[src/rtl/uart_tx_arbiter.sv]
// uart_tx_arbiter: round-robin, packet-granular sharing of one UART transmit buffer
// between two byte streams, with an idle-owner watchdog that forces a stalled grant free.
module uart_tx_arbiter #(
  parameter int unsigned TIMEOUT = 1024
) (
  input  logic       clk,
  input  logic       reset,
  input  logic [7:0] req0_data,
  input  logic       req0_valid,
  input  logic       req0_last,
  output logic       req0_ready,
  input  logic [7:0] req1_data,
  input  logic       req1_valid,
  input  logic       req1_last,
  output logic       req1_ready,
  output logic [7:0] tx_data_out,
  output logic       write_tx_data,
  input  logic       tx_buffer_full,
  output logic [1:0] grant,
  output logic       timeout_flag,
  input  logic       timeout_clear
);

  typedef enum logic [1:0] {
    IDLE = 2'b00,
    OWN0 = 2'b01,
    OWN1 = 2'b10
  } state_t;

  localparam logic [15:0] IDLE_MAX = 16'(TIMEOUT - 1);

  state_t      state_r;
  logic [1:0]  grant_r;
  logic        last_owner_r;
  logic        wr_d_r;
  logic        timeout_flag_r;
  logic [15:0] idle_cnt_r;

  logic        owner_valid_s;
  logic        owner_last_s;
  logic [7:0]  owner_data_s;
  logic        accept_s;
  logic        expire_s;

  // Owner-side handshake, write strobe to the UART and watchdog expiry detect.
  always_comb begin
    req0_ready    = 1'b0;
    req1_ready    = 1'b0;
    owner_valid_s = 1'b0;
    owner_last_s  = 1'b0;
    owner_data_s  = 8'h00;
    case (state_r)
      OWN0: begin
        req0_ready    = ~tx_buffer_full & ~wr_d_r;
        owner_valid_s = req0_valid;
        owner_last_s  = req0_last;
        owner_data_s  = req0_data;
      end
      OWN1: begin
        req1_ready    = ~tx_buffer_full & ~wr_d_r;
        owner_valid_s = req1_valid;
        owner_last_s  = req1_last;
        owner_data_s  = req1_data;
      end
      default: begin
        req0_ready    = 1'b0;
        req1_ready    = 1'b0;
        owner_valid_s = 1'b0;
        owner_last_s  = 1'b0;
        owner_data_s  = 8'h00;
      end
    endcase
    accept_s      = owner_valid_s & (req0_ready | req1_ready);
    write_tx_data = accept_s;
    if (accept_s) begin
      tx_data_out = owner_data_s;
    end else begin
      tx_data_out = 8'h00;
    end
    // A stall only counts toward expiry while the owner has nothing to offer.
    expire_s = (state_r != IDLE) & ~owner_valid_s & (idle_cnt_r == IDLE_MAX);
  end

  // Arbitration FSM with registered grant, watchdog counter and sticky timeout flag.
  always_ff @(posedge clk or posedge reset) begin
    if (reset) begin
      state_r        <= IDLE;
      grant_r        <= 2'b00;
      last_owner_r   <= 1'b1;
      wr_d_r         <= 1'b0;
      timeout_flag_r <= 1'b0;
      idle_cnt_r     <= 16'd0;
    end else begin
      wr_d_r <= accept_s;
      if (expire_s) begin
        timeout_flag_r <= 1'b1;
      end else if (timeout_clear) begin
        timeout_flag_r <= 1'b0;
      end else begin
        timeout_flag_r <= timeout_flag_r;
      end
      case (state_r)
        IDLE: begin
          idle_cnt_r <= 16'd0;
          // On a tie the requester that did not own the buffer last time wins.
          if (req0_valid && (!req1_valid || last_owner_r)) begin
            state_r      <= OWN0;
            grant_r      <= 2'b01;
            last_owner_r <= 1'b0;
          end else if (req1_valid) begin
            state_r      <= OWN1;
            grant_r      <= 2'b10;
            last_owner_r <= 1'b1;
          end else begin
            state_r <= IDLE;
            grant_r <= 2'b00;
          end
        end
        OWN0, OWN1: begin
          if ((accept_s && owner_last_s) || expire_s) begin
            state_r    <= IDLE;
            grant_r    <= 2'b00;
            idle_cnt_r <= 16'd0;
          end else if (accept_s) begin
            idle_cnt_r <= 16'd0;
          end else if (!owner_valid_s && (idle_cnt_r != IDLE_MAX)) begin
            idle_cnt_r <= idle_cnt_r + 16'd1;
          end else begin
            idle_cnt_r <= idle_cnt_r;
          end
        end
        default: begin
          state_r    <= IDLE;
          grant_r    <= 2'b00;
          idle_cnt_r <= 16'd0;
        end
      endcase
    end
  end

  assign grant        = grant_r;
  assign timeout_flag = timeout_flag_r;

endmodule

[config.mk]
export PLATFORM = sky130hd
export DESIGN_NAME = uart_tx_arbiter
export DESIGN_NICKNAME = d
export VERILOG_FILES = /design/src/rtl/uart_tx_arbiter.sv
export SDC_FILE = /design/constraint.sdc
export NUM_CORES = 1
export LEC_CHECK = 0
export BUFFER_PORTS_ARGS = -buffer_cell sky130_fd_sc_hd__buf_2
export CAP_MARGIN = 20
export CORE_ASPECT_RATIO = 0.9
export CORE_MARGIN = 3
export CORE_UTILIZATION = 30
export DETAILED_ROUTE_END_ITERATION = 8
export PLACE_DENSITY = 0.58
export SLEW_MARGIN = 20
export SYNTH_ARGS = -nofsm -noshare
export SYNTH_HDL_FRONTEND = slang
export SYNTH_SLANG_ARGS = --single-unit
export TNS_END_PERCENT = 100
[constraint.sdc]
create_clock -name clk -period 2.9 [get_ports clk]
set_clock_uncertainty 0.1 [all_clocks]
set_input_delay 0 -clock clk [delete_from_list [all_inputs] [get_ports clk]]
set_output_delay 0 -clock clk [all_outputs]
set_load 0.01 [all_outputs]
==> flow_summary_export.csv, run 1 <==
group,metric,value,unit
timing,worstMarginPinSlew,0.779,ns
floorplanning,row_count,23,
routing,dr.pass1.iters,4,
clock_network,clock_latency,0.26,ns
finish,area_growth,18.8,%
synth,synth_top_area_frac,0.329,
setup_path,worstPathRequired,2.95,ns
timing,min_period,2.41,ns
timing,rsz0062_at_grt,"false",
power_and_ir_drop,cellPowerDensity,563,nW/um^2
global_routing,grt_start_max_net_pins,25,
routing,routed_via_density,5.52,
setup_path,crit_family,"compound AO/OA/AOI/OAI gates",
finish,final_cell_area,1810,um^2
place,io_buffers,37,
worst_hold_path,hp-class,"input pin to flop",
timing,fin_tns_setup,0,ns
finish,ff_latch_area,527,um^2
job,maxCapViolCount,0,
synth,seq_area_frac_synth,0.346,
clock_network,cts-resized-gates,0,
finish,nNetsFinal,233,
synth,postSynth.asyncResetShare,1.00,
synth,synth_seq_cells,21,
synth,yosysUniqueCellTypes,41,
floorplanning,pin_count,38,
finish,fillers,492,
clock_network,clk_pin_slew_worst_paths,0.08,ns
clock_network,cts_setup_buffers,0,
global_routing,gr-total-overflow,0,
clock_network,cts-root-buf,"clkbuf_8",
place,hpwl,2.81,mm
timing,final-setup-viol-count,0,
setup_path,worstPathArrival,2.46,ns
floorplanning,start_util,0.327,
synth,syn_nets,198,
power_and_ir_drop,p_total,1.02,mW
routing,drcViolationCount,0,
routing,wl,3.76,mm
synth,syn_area_per_cell,8.96,um^2
clock_network,clock-sinks,21,
setup_path,cpMaxStageDelayCell,"dfrtp_1",
routing,vias,1469,
finish,final_layout_size_suffix_gt1_frac,0.260,
synth,synth_warnings,0,
synth,synth.area.top_cells,"dfrtp_1, o2111ai_1, a22oi_1",
setup_path,startpoint_type,"flop",
global_routing,grt_pass1_wl,6.24,mm
finish,multi_input_area,878,um^2
floorplanning,die_area,5970,um^2
finish,layout_commonest_cell,"buf_2",
setup_path,cp_cell_sequence,"inv_1 -> ha_1 -> a22o_4 -> a21o_1 -> o221ai_2 -> mux2_2",
timing,timing.fmax,414,MHz
floorplanning,chipWidth,81.1,um
clock_network,max-clock-path-buffers,2,
outcome,outcome,"finished clean",
finish,final_cell_mix,"buf_2, dfrtp_1, nand2_1, inv_1, a21oi_1",
clock_network,cts_made_buffers,3,
power_and_ir_drop,irDropWorstVdd,0.000300,V
floorplanning,core_area,4660,um^2
setup_path,critPathMaxFanout,12,
global_routing,antenna_found_initial,0,
routing,drtIter0Drc,167,
finish,diodes,0,
power_and_ir_drop,p_leak,0.717,nW
timing,timing.slew.headroom,0.480,
timing,min_period_over_period,0.832,
synth,yosysTopAreaCell,"dfrtp_1",
setup_path,worst_setup_path_end_kind,"flop",
global_routing,grt_usage,0.133,
synth,synthesis.instances,170,
timing,drv_slew,0,
routing,postRouteAntennaNets,0,
routing,wl_per_cell,14.1,um
synth,synth-edff-count,0,
setup_path,cpPeakStageDelay,0.40,ns
global_routing,grt_pass1_vias,1324,
place,place_area,1720,um^2
place,globalplace.congestion,0.826,
floorplanning,die_h,73.6,um
clock_network,ctsHoldBuffers,4,
synth,synth_area,1520,um^2
setup_path,crit_type,"flop to flop",
timing,hold_viol_final,0,
synth,synth-main-ff-cell,"dfrtp_1",
setup_path,cp_num_buf_inv,1,
clock_network,ctsHtreeMaxLevel,1,
clock_network,cts_tree,"done",
## worst min-delay path: stages
cell,delay (ns)
buf_2,0.12
a21oi_1,0.11
mux2_2,0.14
## cell usage after synthesis, types with 3 or more instances
master	number
a21oi_1	10
buf_2	4
nand3_1	7
and4_1	3
buf_6	3
o211ai_1	7
mux2i_1	4
nor4_1	4
or4_1	7
o31ai_1	5
ha_1	4
nand4_1	6
dfrtp_1	20
o21ai_0	4
a31oi_1	4
clkbuf_1	6
nand2_1	11
a22oi_1	9
inv_1	11
nor2_1	9
o2111ai_1	8
## through the flow
| stage | std cells | setup WS (ns) | hold slack (ns) | util |
|---|---|---|---|---|
| after CTS | 266 | 0.457 | 0.0450 | 0.388 |
| after detailed placement | 258 | 0.471 | 0.106 | 0.370 |
| after floorplan | 170 | 0.665 | -0.124 | - |
| after global routing | 266 | 0.330 | 0.0855 | 0.388 |
| after global placement | 258 | 0.520 | 0.0991 | 0.370 |
| final | 266 | 0.486 | 0.0466 | 0.388 |
## area by class of cell
cell class,instances,share of cell area
Inverter,11,0.0228
Sequential cell,21,0.291
Multi-Input combinational cell,125,0.485
Clock buffer,4,0.0249
Tap cell,62,0.0429
Timing Repair Buffer,43,0.133
## per-layer routing
layer	share of wire	track usage	wire, um	vias up
met3	0.047	0.0221	177	4
met4	0.0072	0.0394	27	0
met1	0.49	0.190	1840	693
met5	0	0	0	-
li1	-	-	-	742
met2	0.45	0.206	1710	30
## kinds of logic (layout without fill, tap and decap cells)
| logic type | Yosys count | count (layout) | share of synthesized area |
|---|---|---|---|
| AND/OR/NAND/NOR | 62 | 62 | 0.249 |
| AO/OA/AOI/OAI | 53 | 53 | 0.254 |
| buffers and inverters | 24 | 58 | 0.0772 |
| flip-flops | 21 | 21 | 0.346 |
| multiplexers | 6 | 6 | 0.0411 |
| adder cells (fa/ha/maj) | 4 | 4 | 0.0329 |
## registers in the layout, indices dropped and copies added (netlist names)
name          flops
grant             2
timeout_flag      1
wr_d_r            1
last_owner_r      1
idle_cnt_r       16
## report_power, final
group | internal (mW) | switching [mW] | leakage, nW
logic | 0.183 | 0.282 | 0.408
clock network | 0.0978 | 0.0921 | 0.0228
registers | 0.330 | 0.0347 | 0.287
## final timing paths
kind                                          start                         end  slack (ns)  depth (start not counted)
max in group asynchronous                     reset   idle_cnt_r[7]$_DFFE_PP0P_        1.89                          3
max reg2reg                    grant[0]$_DFFE_PP0P_        grant[1]$_DFFE_PP0P_        0.49                          6
max                            grant[0]$_DFFE_PP0P_        grant[1]$_DFFE_PP0P_        0.49                          6
min                                      req0_valid        grant[1]$_DFFE_PP0P_        0.05                          3
min reg2reg                timeout_flag$_DFFE_PP0P_    timeout_flag$_DFFE_PP0P_        0.46                          2
min in group asynchronous                     reset  idle_cnt_r[10]$_DFFE_PP0P_        0.32                          3
Power figures use the tool's default switching activity.
==> inputs of run 2 (changes only) <==
--- a/config.mk
+++ b/config.mk
@@ -5,6 +5,7 @@
 export SDC_FILE = /design/constraint.sdc
 export NUM_CORES = 1
 export LEC_CHECK = 0
+export ABC_AREA = 1
 export BUFFER_PORTS_ARGS = -buffer_cell sky130_fd_sc_hd__buf_2
 export CAP_MARGIN = 20
 export CORE_ASPECT_RATIO = 0.9
==> constraint.sdc (replaced) <==
create_clock -name clk -period 2.45 [get_ports clk]
set_clock_uncertainty 0.1 [all_clocks]
set_input_delay 0 -clock clk [delete_from_list [all_inputs] [get_ports clk]]
set_output_delay 0 -clock clk [all_outputs]
set_load 0.01 [all_outputs]
==> run 2 against run 1 <==
Against the previous run:
- routed wire length increased by 8.9%
- total power rose by 16%
- first-iteration DRC count is 54% lower
- cell area grew 7.5%
- hold slack improved by 0.028 ns
- combinational power grew 12%
- setup slack got worse by 0.16 ns
- sequential share of layout area shrank 2.0 points
- core utilization barely moved
- critical endpoint is now tx_data_out[0]
- largest power group unchanged
==> flow_summary_export.csv, run 2 <==
group,metric,value,unit
job,maxCapViolCount,0,
power_and_ir_drop,power_switching,0.500,mW
timing,fin_ws,0.323,ns
finish,finish.utilization,0.388,
power_and_ir_drop,p_total,1.18,mW
finish,largest_register_ffs,16,
timing,timing.slew.headroom,0.435,
floorplanning,die_h,75.3,um
routing,routed_via_density,4.70,
setup_path,r2r_cells,9,
synth,synth-edff-count,0,
place,dp.cells,334,
synth,synthesis.instances,237,
timing,fin_tns_setup,0,ns
place,place_area,1820,um^2
clock_network,cts_tree,"done",
power_and_ir_drop,p_clk_frac,0.204,
worst_hold_path,hp-class,"input pin to flop",
floorplanning,row_count,24,
setup_path,startpoint_type,"flop",
synth,synth_top_area_frac,0.312,
synth,synth.area.top_cells,"dfrtp_1, nand2_1, nand3_1",
routing,dr.pass1.iters,4,
synth,yosysMostFrequentCell,"nand2_1",
setup_path,worst_setup_path_end_kind,"output pin",
global_routing,grt_usage,0.138,
timing,final-setup-viol-count,0,
setup_path,worstReg2RegEnd,"grant[0]$_DFFE_PP0P_",
finish,nNetsFinal,308,
place,place_ws,0.145,ns
setup_path,r2r-start,"grant[0]$_DFFE_PP0P_",
clock_network,cts-root-buf,"clkbuf_8",
power_and_ir_drop,switching_share,0.424,
power_and_ir_drop,p_comb_frac,0.440,
global_routing,antenna_found_initial,0,
synth,synth-main-ff-cell,"dfrtp_1",
worst_hold_path,hold_path.startpoint,"req0_valid",
finish,fin_cells,344,
routing,drcViolationCount,0,
place,io_buffers,37,
global_routing,grt_pass1_wl,7.16,mm
timing,hold_viol_final,0,
finish,layout_commonest_cell,"nand2_1",
timing,drv_slew,0,
global_routing,grt_start_max_net_pins,27,
synth,syn_nets,265,
synth,ys_top_cells_by_count,"nand2_1, nand3_1, nor2_1",
setup_path,cp_cell_sequence,"inv_1 -> ha_2 -> nand2_1 -> nand2_1 -> nand2_4 -> nor2_2 -> inv_4 -> a21oi_1 -> buf_2",
synth,yosysUniqueCellTypes,25,
finish,area_growth,21.4,%
synth,syn_area_per_cell,6.76,um^2
global_routing,grt_pass1_vias,1514,
timing,min_period_over_period,0.868,
floorplanning,pin_count,38,
routing,postRouteAntennaNets,0,
synth,yosysTopAreaCell,"dfrtp_1",
power_and_ir_drop,power_frac_seq,0.355,
clock_network,clk_pin_slew_worst_paths,0.08,ns
timing,worstMarginPinSlew,0.847,ns
finish,final_cell_area,1950,um^2
synth,seq_area_frac_synth,0.329,
finish,final_layout_size_suffix_gt1_frac,0.222,
setup_path,r2r_setup_slack,0.41,ns
routing,drtIter0Drc,76,
global_routing,gr-total-overflow,0,
worst_hold_path,min_to,"grant[0]$_DFFE_PP0P_",
power_and_ir_drop,p_leak,0.952,nW
synth,synth_area,1600,um^2
timing,rsz0062_at_grt,"false",
routing,wl_per_cell,11.9,um
floorplanning,die_area,6260,um^2
clock_network,cts_made_buffers,3,
clock_network,max-clock-path-buffers,2,
outcome,outcome,"finished clean",
clock_network,ctsHtreeMaxLevel,1,
power_and_ir_drop,cellPowerDensity,606,nW/um^2
floorplanning,core_area,5010,um^2
clock_network,clock_latency,0.27,ns
finish,final_cell_mix,"nand2_1, buf_2, nand3_1",
place,hpwl,3.02,mm
finish,regMostFlops,"idle_cnt_r",
floorplanning,chipWidth,83.0,um
synth,synth_seq_cells,21,
power_and_ir_drop,intPower,0.679,mW
setup_path,critPathMaxFanout,26,
setup_path,cpMaxStageDelayCell,"dfrtp_1",
synth,synth_warnings,0,
clock_network,clock-sinks,21,
routing,wl,4.09,mm
setup_path,crit_path_frequent_cell,"nand2_1",
timing,hold_slack,0.0745,ns
clock_network,cts_setup_buffers,0,
setup_path,cpPeakStageDelay,0.41,ns
setup_path,worstPathArrival,2.03,ns
finish,diodes,0,
floorplanning,start_util,0.320,
finish,fillers,529,
synth,postSynth.asyncResetShare,1.00,
power_and_ir_drop,irDropWorstVdd,0.000542,V
place,globalplace.congestion,0.833,
setup_path,worstPathRequired,2.35,ns
worst_hold_path,hold_depth,5,
timing,min_period,2.13,ns
routing,vias,1616,
timing,timing.fmax,470,MHz
setup_path,crit_type,"flop to output pin",
==> run 2: cell types whose count changed after synthesis, sizes merged, moves of 8 or more <==
cell | previous run | this run
o2111ai | 8 | 0
inv | 11 | 29
nor2 | 9 | 29
a22oi | 9 | 0
nand2 | 11 | 68
nand3 | 7 | 33
a21oi | 10 | 22
==> run 2: critical path, delay by kind of cell (launching register included) <==
kind | cells | cell delay, ns
fa+ha+maj | 1 | 0.32
compound gates | 1 | 0.15
simple gates | 4 | 0.48
flops | 1 | 0.41
buf+inv | 3 | 0.41
==> run 2: area by class of cell <==
class / count / area (um^2) / area share
Clock buffer: 3 / 41.3 / 0.0212
Timing Repair Buffer: 45 / 260 / 0.134
Inverter: 29 / 111 / 0.0572
Clock inverter: 1 / 7.51 / 0.00386
Sequential cell: 21 / 527 / 0.271
Multi-Input combinational cell: 180 / 917 / 0.471
Tap cell: 65 / 81.3 / 0.0418
==> run 2: cell families (layout without fill, tap and decap cells) <==
group                    after synthesis  count (layout)  synth area share
AO/OA/AOI/OAI                         33              33             0.115
buffers and inverters                 36              78             0.105
flip-flops                            21              21             0.329
AND/OR/NAND/NOR                      140             140             0.404
XOR/XNOR                               3               3            0.0164
adder cells (fa/ha/maj)                4               4            0.0312
==> run 2: how the worst max path moves through the flow <==
stage | cells after the start | end | start | slack (ns)
2_1_floorplan | 10 | idle_cnt_r[7]$_DFFE_PP0P_ | grant[0]$_DFFE_PP0P_ | 0.56
3_3_place_gp | 9 | grant[1]$_DFFE_PP0P_ | grant[0]$_DFFE_PP0P_ | 0.27
3_5_place_dp | 9 | grant[0]$_DFFE_PP0P_ | grant[0]$_DFFE_PP0P_ | 0.14
4_1_cts | 9 | tx_data_out[0] | grant[0]$_DFFE_PP0P_ | 0.03
5_1_grt | 9 | tx_data_out[0] | grant[0]$_DFFE_PP0P_ | 0.08
6_report | 9 | tx_data_out[0] | grant[0]$_DFFE_PP0P_ | 0.32
==> run 2: repair_timing <==
action	4_1_cts	5_1_grt
hold endpoints to repair	23	0
hold buffers	6	0
gates resized for setup	0	5
setup endpoints to repair	0	26
==> run 2: routing by layer <==
metal  vias to the layer above  share of wire  track usage  routed length (um)
li1                        859              -            -                   -
met1                       732           0.49        0.183                2000
met2                        23           0.47        0.245                1930
met3                         2          0.035       0.0259                 145
met4                         0         0.0046       0.0218                  19
met5                         -              0            0                   0
==> run 2: power groups by stage <==
stage          Clock [mW]  Combinational (mW)  Sequential, mW
2_1_floorplan           0               0.394           0.427
3_3_place_gp            0               0.490           0.424
3_5_place_dp            0               0.490           0.426
4_1_cts             0.253               0.513           0.419
5_1_grt             0.263               0.588           0.427
6_report            0.241               0.519           0.419
